===== config.mk =====
export PLATFORM = sky130hd
export DESIGN_NAME = irq_ctrl_mem_flat
export DESIGN_NICKNAME = d
export VERILOG_FILES = /design/src/rtl/irq_ctrl_mem_if.sv /design/src/rtl/irq_ctrl_mem.sv /design/src/flat_wrapper.sv
export SDC_FILE = /design/constraint.sdc
export NUM_CORES = 1
export LEC_CHECK = 0
export CORE_AREA = 2 2 98 100
export DETAILED_ROUTE_END_ITERATION = 12
export DIE_AREA = 0 0 100 102
export GPL_TIMING_DRIVEN = 0
export SYNTH_ARGS = -nofsm -noshare
export SYNTH_HDL_FRONTEND = slang
export SYNTH_SLANG_ARGS = --single-unit

===== constraint.sdc =====
create_clock -name clk -period 2.39 [get_ports clk]
set_input_delay 0.478 -clock clk [delete_from_list [all_inputs] [get_ports clk]]
set_output_delay 0.478 -clock clk [all_outputs]
set_load 0.05 [all_outputs]

===== src/rtl/irq_ctrl_mem_if.sv =====
// Register bus between a CPU-side master and the interrupt controller.
// Enable/ready handshake: request held until ready, enable dropped before next command.
interface irq_ctrl_mem_if #(
    parameter int ADDR_WIDTH = 32,
    parameter int DATA_WIDTH = 32
);
    logic                    enable;
    logic                    wr_en;
    logic [ADDR_WIDTH-1:0]   addr;
    logic [DATA_WIDTH-1:0]   i_data;
    logic [DATA_WIDTH/8-1:0] be;
    logic                    ready;
    logic [DATA_WIDTH-1:0]   o_data;
    logic                    bus_err;

    modport master (
        output enable, wr_en, addr, i_data, be,
        input  ready, o_data, bus_err
    );

    modport slave (
        input  enable, wr_en, addr, i_data, be,
        output ready, o_data, bus_err
    );
endinterface


===== src/rtl/irq_ctrl_mem.sv =====
// Interrupt controller with PENDING/MASK/CLEAR/EDGE/ACTIVE registers; IRQC_SYNC_EN adds a 2-flop irq_in synchronizer.
// Latency: ready one edge after enable sampled; irq_in->irq 2 cycles (4 with IRQC_SYNC_EN).
// Backpressure: ready/o_data/bus_err held until the master drops enable; no stalls otherwise.
module irq_ctrl_mem #(
    parameter int ADDR_WIDTH = 32,
    parameter int DATA_WIDTH = 32,
    parameter int N_SRC      = 8
) (
    input  logic             clk,
    input  logic             rst,
    irq_ctrl_mem_if.slave    bus,
    input  logic [N_SRC-1:0] irq_in,
    output logic             irq
);
    typedef enum logic {IDLE, DONE} state_t;

    localparam logic [ADDR_WIDTH-1:0] A_PEND  = ADDR_WIDTH'(8'h00);
    localparam logic [ADDR_WIDTH-1:0] A_MASK  = ADDR_WIDTH'(8'h04);
    localparam logic [ADDR_WIDTH-1:0] A_CLEAR = ADDR_WIDTH'(8'h08);
    localparam logic [ADDR_WIDTH-1:0] A_EDGE  = ADDR_WIDTH'(8'h0C);
    localparam logic [ADDR_WIDTH-1:0] A_ACT   = ADDR_WIDTH'(8'h10);

    state_t           state;
    logic [N_SRC-1:0] pending;
    logic [N_SRC-1:0] mask;
    logic [N_SRC-1:0] edge_sel;
    logic [N_SRC-1:0] prev;
    logic [N_SRC-1:0] smp;
    logic [N_SRC-1:0] set_v;
    logic [N_SRC-1:0] clr_v;
    logic [N_SRC-1:0] pm;
    logic [N_SRC-1:0] wdat;
    logic [2:0]       act_idx;
    logic             act_vld;
    logic             sel_pend, sel_mask, sel_clr, sel_edge, sel_act;
    logic             acc_err;
    logic             wr_ok;
    logic [7:0]       rd_byte;
    logic             unused_bits;

    assign unused_bits = ^{bus.i_data, bus.be};

`ifdef IRQC_SYNC_EN
    logic [N_SRC-1:0] sync1;
    logic [N_SRC-1:0] sync2;

    always_ff @(posedge clk) begin
        if (rst) begin
            sync1 <= '0;
            sync2 <= '0;
        end else begin
            sync1 <= irq_in;
            sync2 <= sync1;
        end
    end

    assign smp = sync2;
`else
    assign smp = irq_in;
`endif

    assign sel_pend = (bus.addr == A_PEND);
    assign sel_mask = (bus.addr == A_MASK);
    assign sel_clr  = (bus.addr == A_CLEAR);
    assign sel_edge = (bus.addr == A_EDGE);
    assign sel_act  = (bus.addr == A_ACT);
    assign wdat     = bus.i_data[N_SRC-1:0];

    assign acc_err = !(sel_pend || sel_mask || sel_clr || sel_edge || sel_act)
                   || !bus.be[0]
                   || (bus.wr_en && (sel_pend || sel_act));
    assign wr_ok   = (state == IDLE) && bus.enable && bus.wr_en && !acc_err;

    assign pm      = pending & mask;
    assign act_vld = |pm;

    always_comb begin
        act_idx = 3'd0;
        for (int i = N_SRC - 1; i >= 0; i--) begin
            if (pm[i]) act_idx = 3'(i);
        end
    end

    always_comb begin
        rd_byte = 8'h00;
        if (!acc_err) begin
            if (sel_pend)      rd_byte = 8'(pending);
            else if (sel_mask) rd_byte = 8'(mask);
            else if (sel_edge) rd_byte = 8'(edge_sel);
            else if (sel_act)  rd_byte = {act_vld, 4'b0000, act_idx};
        end
    end

    // An edge source only fires when the previous sample was low; level sources fire every cycle.
    assign set_v = smp & ~(edge_sel & prev);
    assign clr_v = (wr_ok && sel_clr) ? wdat : '0;

    always_ff @(posedge clk) begin
        if (rst) begin
            pending <= '0;
            prev    <= '0;
            irq     <= 1'b0;
        end else begin
            pending <= (pending & ~clr_v) | set_v;
            prev    <= smp;
            irq     <= |pm;
        end
    end

    always_ff @(posedge clk) begin
        if (rst) begin
            state       <= IDLE;
            bus.ready   <= 1'b0;
            bus.o_data  <= '0;
            bus.bus_err <= 1'b0;
            mask        <= '0;
            edge_sel    <= '0;
        end else begin
            case (state)
                IDLE: begin
                    if (bus.enable) begin
                        bus.ready   <= 1'b1;
                        bus.bus_err <= acc_err;
                        bus.o_data  <= DATA_WIDTH'(rd_byte);
                        if (wr_ok && sel_mask) mask     <= wdat;
                        if (wr_ok && sel_edge) edge_sel <= wdat;
                        state <= DONE;
                    end
                end
                DONE: begin
                    if (!bus.enable) begin
                        bus.ready   <= 1'b0;
                        bus.bus_err <= 1'b0;
                        state       <= IDLE;
                    end
                end
                default: state <= IDLE;
            endcase
        end
    end
endmodule


===== src/flat_wrapper.sv =====
// flat-port wrapper written by rule: the top's interface ports become plain ports
module irq_ctrl_mem_flat 
#(
    parameter int ADDR_WIDTH = 32,
    parameter int DATA_WIDTH = 32,
    parameter int N_SRC      = 8
)
  (clk, rst, irq_in, irq, bus_enable, bus_wr_en, bus_addr, bus_i_data, bus_be, bus_ready, bus_o_data, bus_bus_err);
  irq_ctrl_mem_if #(.ADDR_WIDTH(ADDR_WIDTH), .DATA_WIDTH(DATA_WIDTH)) bus_i ();
  input  logic clk;
  input  logic rst;
  input  logic [N_SRC-1:0] irq_in;
  output logic irq;
  input wire logic [$bits(bus_i.enable)-1:0] bus_enable;
  input wire logic [$bits(bus_i.wr_en)-1:0] bus_wr_en;
  input wire logic [$bits(bus_i.addr)-1:0] bus_addr;
  input wire logic [$bits(bus_i.i_data)-1:0] bus_i_data;
  input wire logic [$bits(bus_i.be)-1:0] bus_be;
  output wire logic [$bits(bus_i.ready)-1:0] bus_ready;
  output wire logic [$bits(bus_i.o_data)-1:0] bus_o_data;
  output wire logic [$bits(bus_i.bus_err)-1:0] bus_bus_err;
  assign bus_i.enable = bus_enable;
  assign bus_i.wr_en = bus_wr_en;
  assign bus_i.addr = bus_addr;
  assign bus_i.i_data = bus_i_data;
  assign bus_i.be = bus_be;
  assign bus_ready = bus_i.ready;
  assign bus_o_data = bus_i.o_data;
  assign bus_bus_err = bus_i.bus_err;
  irq_ctrl_mem #(.ADDR_WIDTH(ADDR_WIDTH), .DATA_WIDTH(DATA_WIDTH), .N_SRC(N_SRC)) u_core (.clk(clk), .rst(rst), .bus(bus_i), .irq_in(irq_in), .irq(irq));
endmodule

Yosys cells after proc, flatten, opt, wreduce, memory -nomap -nowiden
Cells that the tools add are included.
- register bits: 44
- bits in latches: 0
- bits in writable memories: 0
- bits in read-only memories: 0
- logic and storage cells: 66
- memories: 0
- add/sub/neg operators: 0
- $mul: 0
- divide/modulo/power cells: 0
- magnitude comparators: 0
- equal/unequal tests: 6
- shift-type cells: 0
- multiplexer cells: 20
- bitwise logic cells: 8
- reductions and logical operators: 23
- operators by type and width (kind ; count):
    $eq 32x4->1 const B ; 2
    $mux 8 ; 6
    $and 8x8->8 ; 4
    $eq 32x3->1 const B ; 1
    $eq 32x5->1 const B ; 1
    $logic_not 32->1 ; 1
    $mux 3 ; 8
    $not 8->8 ; 2
    $or 8x8->8 ; 1
    $reduce_or 8->1 ; 1
    $logic_and 1x1->1 ; 7
    $logic_or 1x1->1 ; 7
    $reduce_and 3->1 ; 2
    $mux 1 ; 4
    $ne 2x2->1 const B ; 2
    $pmux 1 s2 ; 2
    $reduce_and 2->1 ; 2
    $logic_not 1->1 ; 3
    $not 1->1 ; 1

Longest topological paths before layout
Gate-level depths: netlist of the first run.
- depth after elaboration: 15
- gate-level depth with buffers: 7

Worst setup path after synthesis of the first run
Ideal clock, no wire load.
- kind: input to register
- start: input bus_addr[11]
- end: register u_core.pending[0]
- arrival: 1.869 ns
- required time: 2.253 ns
- path slack: 0.385 ns
- stages: 6
- buffers on the path: 1
- path through: nor4_1 nand4_2 or2_2 clkbuf_1 nor3_4 a311oi_1
- cells in the longest elaborated chain, start to end: 15
- elaborated cells between the ends (all ways): 21
- classes of those cells: eq/ne: 4; mux: 1; bitwise: 3; reduce/logical: 13
- RTL lines (what ; line ; text):
    start: declaration ; flat_wrapper.sv:16 ; input wire logic [$bits(bus_i.addr)-1:0] bus_addr;
    $eq 32x3->1 or $logic_not 32->1 (tied branches) ; irq_ctrl_mem.sv:63, irq_ctrl_mem.sv:62 ;
    $logic_or 1x1->1 (4 in a row) ; irq_ctrl_mem.sv:69 ; assign acc_err = !(sel_pend || sel_mask || sel_clr || sel_edge || sel_act)
    $logic_not 1->1 ; irq_ctrl_mem.sv:69 ;
    $logic_or 1x1->1 ; irq_ctrl_mem.sv:70 ; || !bus.be[0]
    $logic_or 1x1->1 ; irq_ctrl_mem.sv:71 ; || (bus.wr_en && (sel_pend || sel_act));
    $logic_not 1->1 ; irq_ctrl_mem.sv:72 ; assign wr_ok = (state == IDLE) && bus.enable && bus.wr_en && !acc_err;
    $logic_and 1x1->1 ; irq_ctrl_mem.sv:72 ;
    $logic_and 1x1->1 * ; irq_ctrl_mem.sv:96 ; assign clr_v = (wr_ok && sel_clr) ? wdat : '0;
    $mux 8 * ; irq_ctrl_mem.sv:96 ;
    $not 8->8 * ; irq_ctrl_mem.sv:104 ; pending <= (pending & ~clr_v) | set_v;
    $and 8x8->8 * ; irq_ctrl_mem.sv:104 ;
    $or 8x8->8 * ; irq_ctrl_mem.sv:104 ;
    end signal: assignment ; irq_ctrl_mem.sv:104 ;
    end: declaration ; irq_ctrl_mem.sv:24 ; logic [N_SRC-1:0] pending;
Every way passes the cells marked *; elsewhere a longest branch is shown, timed or not.
A chain may end at the register's enable or synchronous reset.

Worst setup path after layout of the first run
- start: input bus_addr[2]
- end: register u_core.bus.o_data[2]
- cells in the longest elaborated chain, start to end: 9
- elaborated cells between the ends (all ways): 19
- classes of those cells: eq/ne: 4; mux: 5; reduce/logical: 10
- RTL lines (what ; line ; text):
    $eq 32x3->1 or $logic_not 32->1 (tied branches) ; irq_ctrl_mem.sv:63, irq_ctrl_mem.sv:62 ;
    $logic_or 1x1->1 (4 in a row) ; irq_ctrl_mem.sv:69 ;
    $logic_not 1->1 ; irq_ctrl_mem.sv:69 ;
    $logic_or 1x1->1 ; irq_ctrl_mem.sv:70 ;
    $logic_or 1x1->1 ; irq_ctrl_mem.sv:71 ;
    $mux 8 * ; irq_ctrl_mem.sv:86 ; if (!acc_err) begin
    end signal: assignment ; irq_ctrl_mem.sv:124 ; bus.o_data <= DATA_WIDTH'(rd_byte);
    end: declaration ; irq_ctrl_mem_if.sv:23 ; output ready, o_data, bus_err
Marked as above.

==> results of run 1 <==
==> critical path, cell delays in order <==
cell and delay, ns:
clkdlybuf4s50_1 0.49, clkbuf_1 0.26, o21ai_0 0.30, nand4_1 0.24, nor3_2 0.32, o21ai_0 0.16
o21ai_0 0.17
==> cells in the mapped netlist, types with 2 or more instances <==
library cell / n / area, µm²
buf_4: 25 / 187.7
mux2_2: 4 / 45.04
nand2_1: 29 / 108.9
nor3_1: 3 / 15.01
nor2_1: 23 / 86.33
clkbuf_1: 5 / 18.77
nor4_2: 5 / 62.56
a311oi_1: 8 / 70.07
nand3b_1: 2 / 15.01
dfxtp_1: 44 / 880.8
a22o_1: 11 / 96.34
inv_1: 3 / 11.26
a21oi_1: 11 / 55.05
nor2b_1: 11 / 68.82
nor3b_1: 2 / 15.01
a22oi_1: 5 / 37.54
a32oi_1: 2 / 17.52
o21ai_0: 10 / 50.05
nand4_2: 2 / 25.02
mux2i_1: 18 / 180.2
nand3_1: 2 / 10.01
nor4_4: 2 / 42.54
==> path summary, 6_finish.rpt <==
check | slack (ns) | endpoint | cells after the start | startpoint
setup reg to reg | 0.69 | u_core.mask[6] | 7 | u_core.state
hold reg to reg | 0.44 | u_core.bus.o_data[7] | 2 | u_core.bus.o_data[7]
setup / recovery | 0.20 | u_core.bus.o_data[2] | 7 | bus_addr[2]
hold / removal | 0.44 | u_core.bus.o_data[7] | 2 | u_core.bus.o_data[7]
==> sequential cells by signal, indices dropped and copies added (netlist names) <==
name / count
u_core.irq: 1
u_core.bus.bus_err: 1
u_core.pending: 8
u_core.edge_sel: 8
u_core.prev: 8
u_core.bus.ready: 1
u_core.state: 1
u_core.mask: 8
u_core.bus.o_data: 8
==> metal layers <==
| metal | global-route usage | vias up | share of wire |
|---|---|---|---|
| met3 | 0.03762 | 6 | 0.096 |
| met2 | 0.2131 | 90 | 0.47 |
| li1 | - | 1046 | - |
| met1 | 0.1286 | 952 | 0.42 |
| met4 | 0.02845 | 0 | 0.010 |
| met5 | 0 | - | 0 |
==> cell type report <==
type                    count  area (µm²)
fillers                   953        5812
multi-input cells         190        1232
flip-flops and latches     44       880.8
repair buffers             71       703.2
plain buffers              32       222.7
well taps                 111       138.9
clock buffers               6       72.57
clock inverters             2       35.03
inverters                   3       11.26
==> power groups by stage <==
stage,Clock [mW],Combinational (mW),Sequential (mW)
2_1_floorplan,0,0.181,0.792
3_3_place_gp,0,0.312,0.786
3_5_place_dp,0,0.316,0.787
4_1_cts,0.567,0.317,0.770
5_1_grt,0.588,0.338,0.773
6_report,0.560,0.317,0.770
==> kinds of logic (layout without fill, tap and decap cells) <==
| group | after synthesis | after routing | synth area share |
|---|---|---|---|
| other cells | 1 | 24 | 0.001662 |
| mux | 22 | 22 | 0.09983 |
| compound gates | 52 | 52 | 0.1614 |
| flops | 44 | 44 | 0.3905 |
| fa+ha+maj | 1 | 1 | 0.005545 |
| buf+inv | 35 | 114 | 0.1037 |
| simple gates | 91 | 91 | 0.2374 |
==> timing repair <==
action / CTS / global route
gates resized for setup: 0 / 1
buffers inserted: 5 / 3
endpoints found under the setup margin: 17 / 10
pin swaps: 3 / 2
==> summary.md, run 1 <==
| Metric | Value |
|---|---|
| Final slew viol count | 0 |
| Internal | 1.205 mW |
| Switching Fraction | 0.2685 |
| Fin crit share | 0.9171 |
| Routed WL per cell | 13.13 µm |
| Overall Power | 1.647 mW |
| Pre-Repair DR Iteration Count | 4 |
| Maximum fanout along the worst path | 10 |
| Crit Path Class | primary input to flop |
| TritonCTS Buffers | 5 |
| Vias in the first global route | 1973 |
| Final instance area | 3297 µm² |
| Worst-path clk slew | 0.08 ns |
| Leakage dissipation | 1.278 nW |
| Top FF cell, synth | dfxtp_1 |
| Full die area | 10200 µm² |
| Starting Density | 0.2477 |
| Synthesized area | 2256 µm² |
| Clk sinks | 44 |
| RSZ-0062 raised after global routing | no |
| Gpl congestion | 0.8037 |
| Arr. time, crit path | 2.42 ns |
| Data required, critical path | 2.62 ns |
| Number of max-cap violations | 0 |
| Vias | 2094 |
| Clock power frac | 0.340 |
| Seq/Total Area, Yosys | 0.3905 |
| Final nets | 428 |
| Clk_skew | 0.01008 ns |
| Synth warn | 0 |
| Setup TNS | 0 ns |
| Initial antenna violation count | 0 |
| Util after Layout | 0.3620 |
| Chip width | 100 µm |
| Largest net degree at the start of global routing | 14 |
| CTS tree | yes |
| VDD IR max | 0.2177 mV |
| Die H | 102 µm |
| Mapped Cells | 246 |
| # DRC | 0 |
| Post-Route WL | 6028 µm |
| Crit start category | primary input |
| Gr usage total | 0.1153 |
| HPWL after detailed placement | 4566 µm |
| Top-Level Pins | 115 |
| Initial DRC Count | 86 |
| Syn_area_per_cell | 9.170 µm² |
| CTS HTree Levels | 2 |
| Hold Crit Class | flop to flop |
| # diodes | 0 |
| Worst-Margin Slew | 0.5794 ns |
| P_sw | 0.4422 mW |
| Clock Tree Root | clkbuf_8 |
| Logic pwr share | 0.193 |
| Status | finished, final reports clean |
| Pwr Density | 499.5 nW/µm² |
| ANT nets after route | 0 |
| Crit end category | flop |
| Via/cell ratio | 4.562 |
| Register bit total from synthesis | 44 |
| Gr ovfl total | 0 |
| Cell Count, Final, Fillers Out | 459 |
| Most common cell after layout, fill and taps aside | clkdlybuf4s50_1 |
| Tmin final | 2.192 ns |
| Slew headroom | 0.6123 |
| Pre-CTS setup slack | -0.4332 ns |
| IO Port Bufs | 63 |
| Clk Latency, worst-skew pair | 0.30 ns |
| EDFF count, synth | 0 |
| Fmax | 0.4562 GHz |
| Num rows | 35 |
| Most frequent cells in the layout | 63 x clkdlybuf4s50_1, 44 x dfxtp_1, 32 x buf_4, 29 x nand2_1, 24 x conb_1 |
| Setup WS post-layout | 0.1982 ns |
| First-pass GRT wire length | 9246 µm |
| Placed Area | 3112 µm² |
| Clock buffer depth | 2 |
| Fraction of layout cells with a size suffix above 1 | 0.1724 |
| Post-placement cell count | 443 |
| Area Overhead vs Synth | 46.15% |
| Yosys cell types | 41 |
| Hold Buf Count CTS | 0 |
| Ys async rst share | 0 |
| Core area | 9109 µm² |
| Sequential Power Share | 0.468 |
| Minimum hold slack | 0.4406 ns |
| Endpoints failing setup | 0 |
| Hold Fails Final Rpt | 0 |
(Power assumes the default switching activity.)
==> inputs of run 2 (changes only) <==
--- a/config.mk
+++ b/config.mk
@@ -5,10 +5,12 @@
 export SDC_FILE = /design/constraint.sdc
 export NUM_CORES = 1
 export LEC_CHECK = 0
-export CORE_AREA = 2 2 98 100
+export ABC_AREA = 1
+export CORE_AREA = 2 2 106 108
 export DETAILED_ROUTE_END_ITERATION = 12
-export DIE_AREA = 0 0 100 102
+export DIE_AREA = 0 0 108 110
 export GPL_TIMING_DRIVEN = 0
+export SLEW_MARGIN = 20
 export SYNTH_ARGS = -nofsm -noshare
 export SYNTH_HDL_FRONTEND = slang
 export SYNTH_SLANG_ARGS = --single-unit
==> constraint.sdc (replaced) <==
create_clock -name clk -period 2.39 [get_ports clk]
set_input_delay 0.239 -clock clk [delete_from_list [all_inputs] [get_ports clk]]
set_output_delay 0.239 -clock clk [all_outputs]
set_load 0.05 [all_outputs]
==> run 2 against run 1 <==
Clock power fell by 3%. Critical path type unchanged. Sequential share of layout area shrank 2.5 points. Global-route usage down 0.12 points. Largest cell class unchanged.
==> summary.md, run 2 <==
| Metric | Value |
|---|---|
| Gpl congestion | 0.8238 (was 0.8037) |
| Reg-to-reg startpoint | u_core.state (unchanged) |
| Register Area | 880.8 µm² (unchanged) |
| Synthesized area | 2648 µm² (was 2256 µm²) |
| Share of the synthesized area in the top cell type | 0.3327 (was 0.3905) |
| # diodes | 0 (unchanged) |
| Hold Buf Count CTS | 0 (unchanged) |
| Routed WL per cell | 10.60 µm (was 13.13 µm) |
| M1 GR Usage | 0.1384 (was 0.1286) |
| Worst Hold Launch | u_core.bus.o_data[4] (was u_core.bus.o_data[7]) |
| Fraction of layout cells with a size suffix above 1 | 0.1569 (was 0.1724) |
| Slew headroom | 0.6134 (was 0.6123) |
| RSZ-0062 raised after global routing | no (unchanged) |
| Clock buffer depth | 2 (unchanged) |
| TritonCTS Buffers | 5 (unchanged) |
| EDFF count, synth | 0 (unchanged) |
| Final slew viol count | 0 (unchanged) |
| Register bit total from synthesis | 44 (unchanged) |
| Number of cells on the worst reg-to-reg path | 7 (unchanged) |
| Vias in the first global route | 2339 (was 1973) |
| Starting Density | 0.2475 (was 0.2477) |
| Number of max-cap violations | 0 (unchanged) |
| Initial DRC Count | 76 (was 86) |
| Gr ovfl total | 0 (unchanged) |
| Post-CTS Setup Inserts | 0 (was 5) |
| Data required, critical path | 2.58 ns (was 2.62 ns) |
| Tmin final | 2.076 ns (was 2.192 ns) |
| Global route hottest layer | met2 (unchanged) |
| Setup WS post-layout | 0.3136 ns (was 0.1982 ns) |
| VDD IR max | 0.1807 mV (was 0.2177 mV) |
| Gr usage total | 0.1141 (was 0.1153) |
| Pwr Density | 446.9 nW/µm² (was 499.5 nW/µm²) |
| Mapped Cells | 386 (was 246) |
| Crit start category | primary input (unchanged) |
| Area of the multi-input gates | 1445 µm² (was 1232 µm²) |
| Count leader, synth | nand2_1 (was dfxtp_1) |
| Pre-Repair DR Iteration Count | 4 (unchanged) |
| IO Port Bufs | 63 (unchanged) |
| Post-placement cell count | 612 (was 443) |
| Ys async rst share | 0 (unchanged) |
| Clk_skew | 0.007132 ns (was 0.01008 ns) |
| Hold Crit Depth | 2 (unchanged) |
| Largest net degree at the start of global routing | 13 (was 14) |
| # fillers | 1152 (was 953) |
| HPWL after detailed placement | 5364 µm (was 4566 µm) |
| Die H | 110 µm (was 102 µm) |
| Synth warn | 0 (unchanged) |
| Area Overhead vs Synth | 37.43% (was 46.15%) |
| Top-Level Pins | 115 (unchanged) |
| Crit Path Class | primary input to flop (unchanged) |
| Synth cell count leaders | 101 x nand2_1, 55 x nor2_1, 44 x dfxtp_1, 38 x inv_1, 27 x nand3_1 (was 44 x dfxtp_1, 29 x nand2_1, 25 x buf_4, 23 x nor2_1, 18 x mux2i_1) |
| Clk Latency, worst-skew pair | 0.30 ns (about the same) |
| Num rows | 38 (was 35) |
| Worst reg-to-reg setup slack | 0.68 ns (was 0.69 ns) |
| Top FF cell, synth | dfxtp_1 (unchanged) |
| Crit end category | flop (unchanged) |
| ANT nets after route | 0 (unchanged) |
| Top cells by area, synth | dfxtp_1 33%, nand2_1 14%, nor2_1 7.8% (was dfxtp_1 39%, buf_4 8.3%, mux2i_1 8.0%) |
| Setup TNS | 0 ns (unchanged) |
| Cell Count, Final, Fillers Out | 618 (was 459) |
| GR Layer Usage met3 | 0.02939 (was 0.03762) |
| Maximum fanout along the worst path | 8 (was 10) |
| CTS HTree Levels | 2 (unchanged) |
| Via/cell ratio | 3.937 (was 4.562) |
| Minimum hold slack | 0.4649 ns (was 0.4406 ns) |
| Fmax | 0.4816 GHz (was 0.4562 GHz) |
| First-pass GRT wire length | 10740 µm (was 9246 µm) |
| # DRC | 0 (unchanged) |
| Status | finished, final reports clean (unchanged) |
| Hold Crit Class | flop to flop (unchanged) |
| CTS tree | yes (unchanged) |
| Seq/Total Area, Yosys | 0.3327 (was 0.3905) |
| Dominant cell type by area after synthesis | dfxtp_1 (unchanged) |
| Pre-CTS setup slack | 0.03613 ns (was -0.4332 ns) |
| Chip width | 108 µm (was 100 µm) |
| Worst-Margin Slew | 0.5800 ns (was 0.5794 ns) |
| PostCTS Resize Cnt | 0 (unchanged) |
| Final nets | 560 (was 428) |
| Full die area | 11880 µm² (was 10200 µm²) |
| Leakage dissipation | 1.613 nW (was 1.278 nW) |
| Vias | 2433 (was 2094) |
| Met2 usage | 0.2049 (was 0.2131) |
| Yosys cell types | 29 (was 41) |
| Initial antenna violation count | 0 (unchanged) |
| Hold Fails Final Rpt | 0 (unchanged) |
| Worst-path clk slew | 0.08 ns (about the same) |
| Core area | 10700 µm² (was 9109 µm²) |
| Reg-to-Reg End | u_core.edge_sel[4] (was u_core.mask[6]) |
| Syn_area_per_cell | 6.859 µm² (was 9.170 µm²) |
| Endpoints failing setup | 0 (unchanged) |
| Post-Route WL | 6550 µm (was 6028 µm) |
| Arr. time, crit path | 2.27 ns (was 2.42 ns) |
| Fin crit share | 0.8688 (was 0.9171) |
| Clk sinks | 44 (unchanged) |
| Clock Tree Root | clkbuf_8 (unchanged) |
| Most common cell after layout, fill and taps aside | nand2_1 (was clkdlybuf4s50_1) |
| Most frequent cells in the layout | 101 x nand2_1, 63 x clkdlybuf4s50_1, 55 x nor2_1, 44 x dfxtp_1, 38 x inv_1 (was 63 x clkdlybuf4s50_1, 44 x dfxtp_1, 32 x buf_4, 29 x nand2_1, 24 x conb_1) |
| Hold Path End | u_core.bus.o_data[4] (was u_core.bus.o_data[7]) |
run 2: cell types whose count changed after synthesis, moves of 8 or more:
cell / change
inv_1: +35
nand2_1: +72
mux2i_1: -18
nand3_1: +25
nor2b_1: -11
a22o_1: -11
a311oi_1: -8
a21oi_2: +16
o21ai_0: +9
nor2_1: +32
run 2: layout make-up:
type                       count  area share
multi-input combinational    292      0.3972
sequential                    44      0.2421
timing repair buffer          63      0.1733
buffer                        32     0.06981
tap                          140     0.04814
inverter                      41     0.04230
clock buffer                   5     0.01891
clock inverter                 1    0.008253
run 2: worst max path at each step:
stage	cells past startpoint	slack, ns	endpoint	from
3_5_place_dp	10	0.04	u_core.edge_sel[4]	bus_addr[3]
4_1_cts	11	0.35	u_core.edge_sel[4]	bus_addr[1]
2_1_floorplan	13	0.82	u_core.pending[3]	bus_addr[23]
6_report	11	0.31	u_core.edge_sel[4]	bus_addr[1]
3_3_place_gp	11	0.02	u_core.edge_sel[6]	bus_addr[1]
5_1_grt	10	0.13	u_core.edge_sel[7]	bus_addr[3]
run 2: cells by family after synthesis:
logic type,Yosys count,synth area share
flops,44,0.3327
compound gates,55,0.1304
buf+inv,73,0.1541
other cells,1,0.001416
simple gates,212,0.3767
fa+ha+maj,1,0.004725
run 2: metrics by stage:
step                      cell area, µm²  total power, mW  utilization
final                               3638            1.626       0.3401
after global routing                3638            1.704       0.3401
after CTS                           3638            1.644       0.3401
after detailed placement            3540            1.101       0.3309
after global placement              3540            1.097       0.3309
after floorplan                     2734           0.9811            -
run 2: metal layers:
layer  up-vias  part of all wire
met4         0            0.0076
met5         -                 0
met3         6             0.052
met1      1031              0.46
met2        48              0.48
li1       1348                 -
run 2: power breakdown:
| group | switching [mW] | internal, mW | leakage [nW] |
|---|---|---|---|
| Sequential | 0.0112 | 0.756 | 0.360 |
| Clock | 0.243 | 0.300 | 0.0501 |
| Combinational | 0.182 | 0.134 | 1.20 |
| Total | 0.436 | 1.19 | 1.61 |
run 2: worst max-delay path, cell delays in order:
cell and delay [ns]:
clkdlybuf4s50_1 0.44, nor2_4 0.18, nand2_1 0.09, nor2_1 0.18, nand2_1 0.08, nor2_1 0.13, nand2_1 0.06, inv_1 0.11
nand4_1 0.38, o21ai_0 0.31, nor2_1 0.06
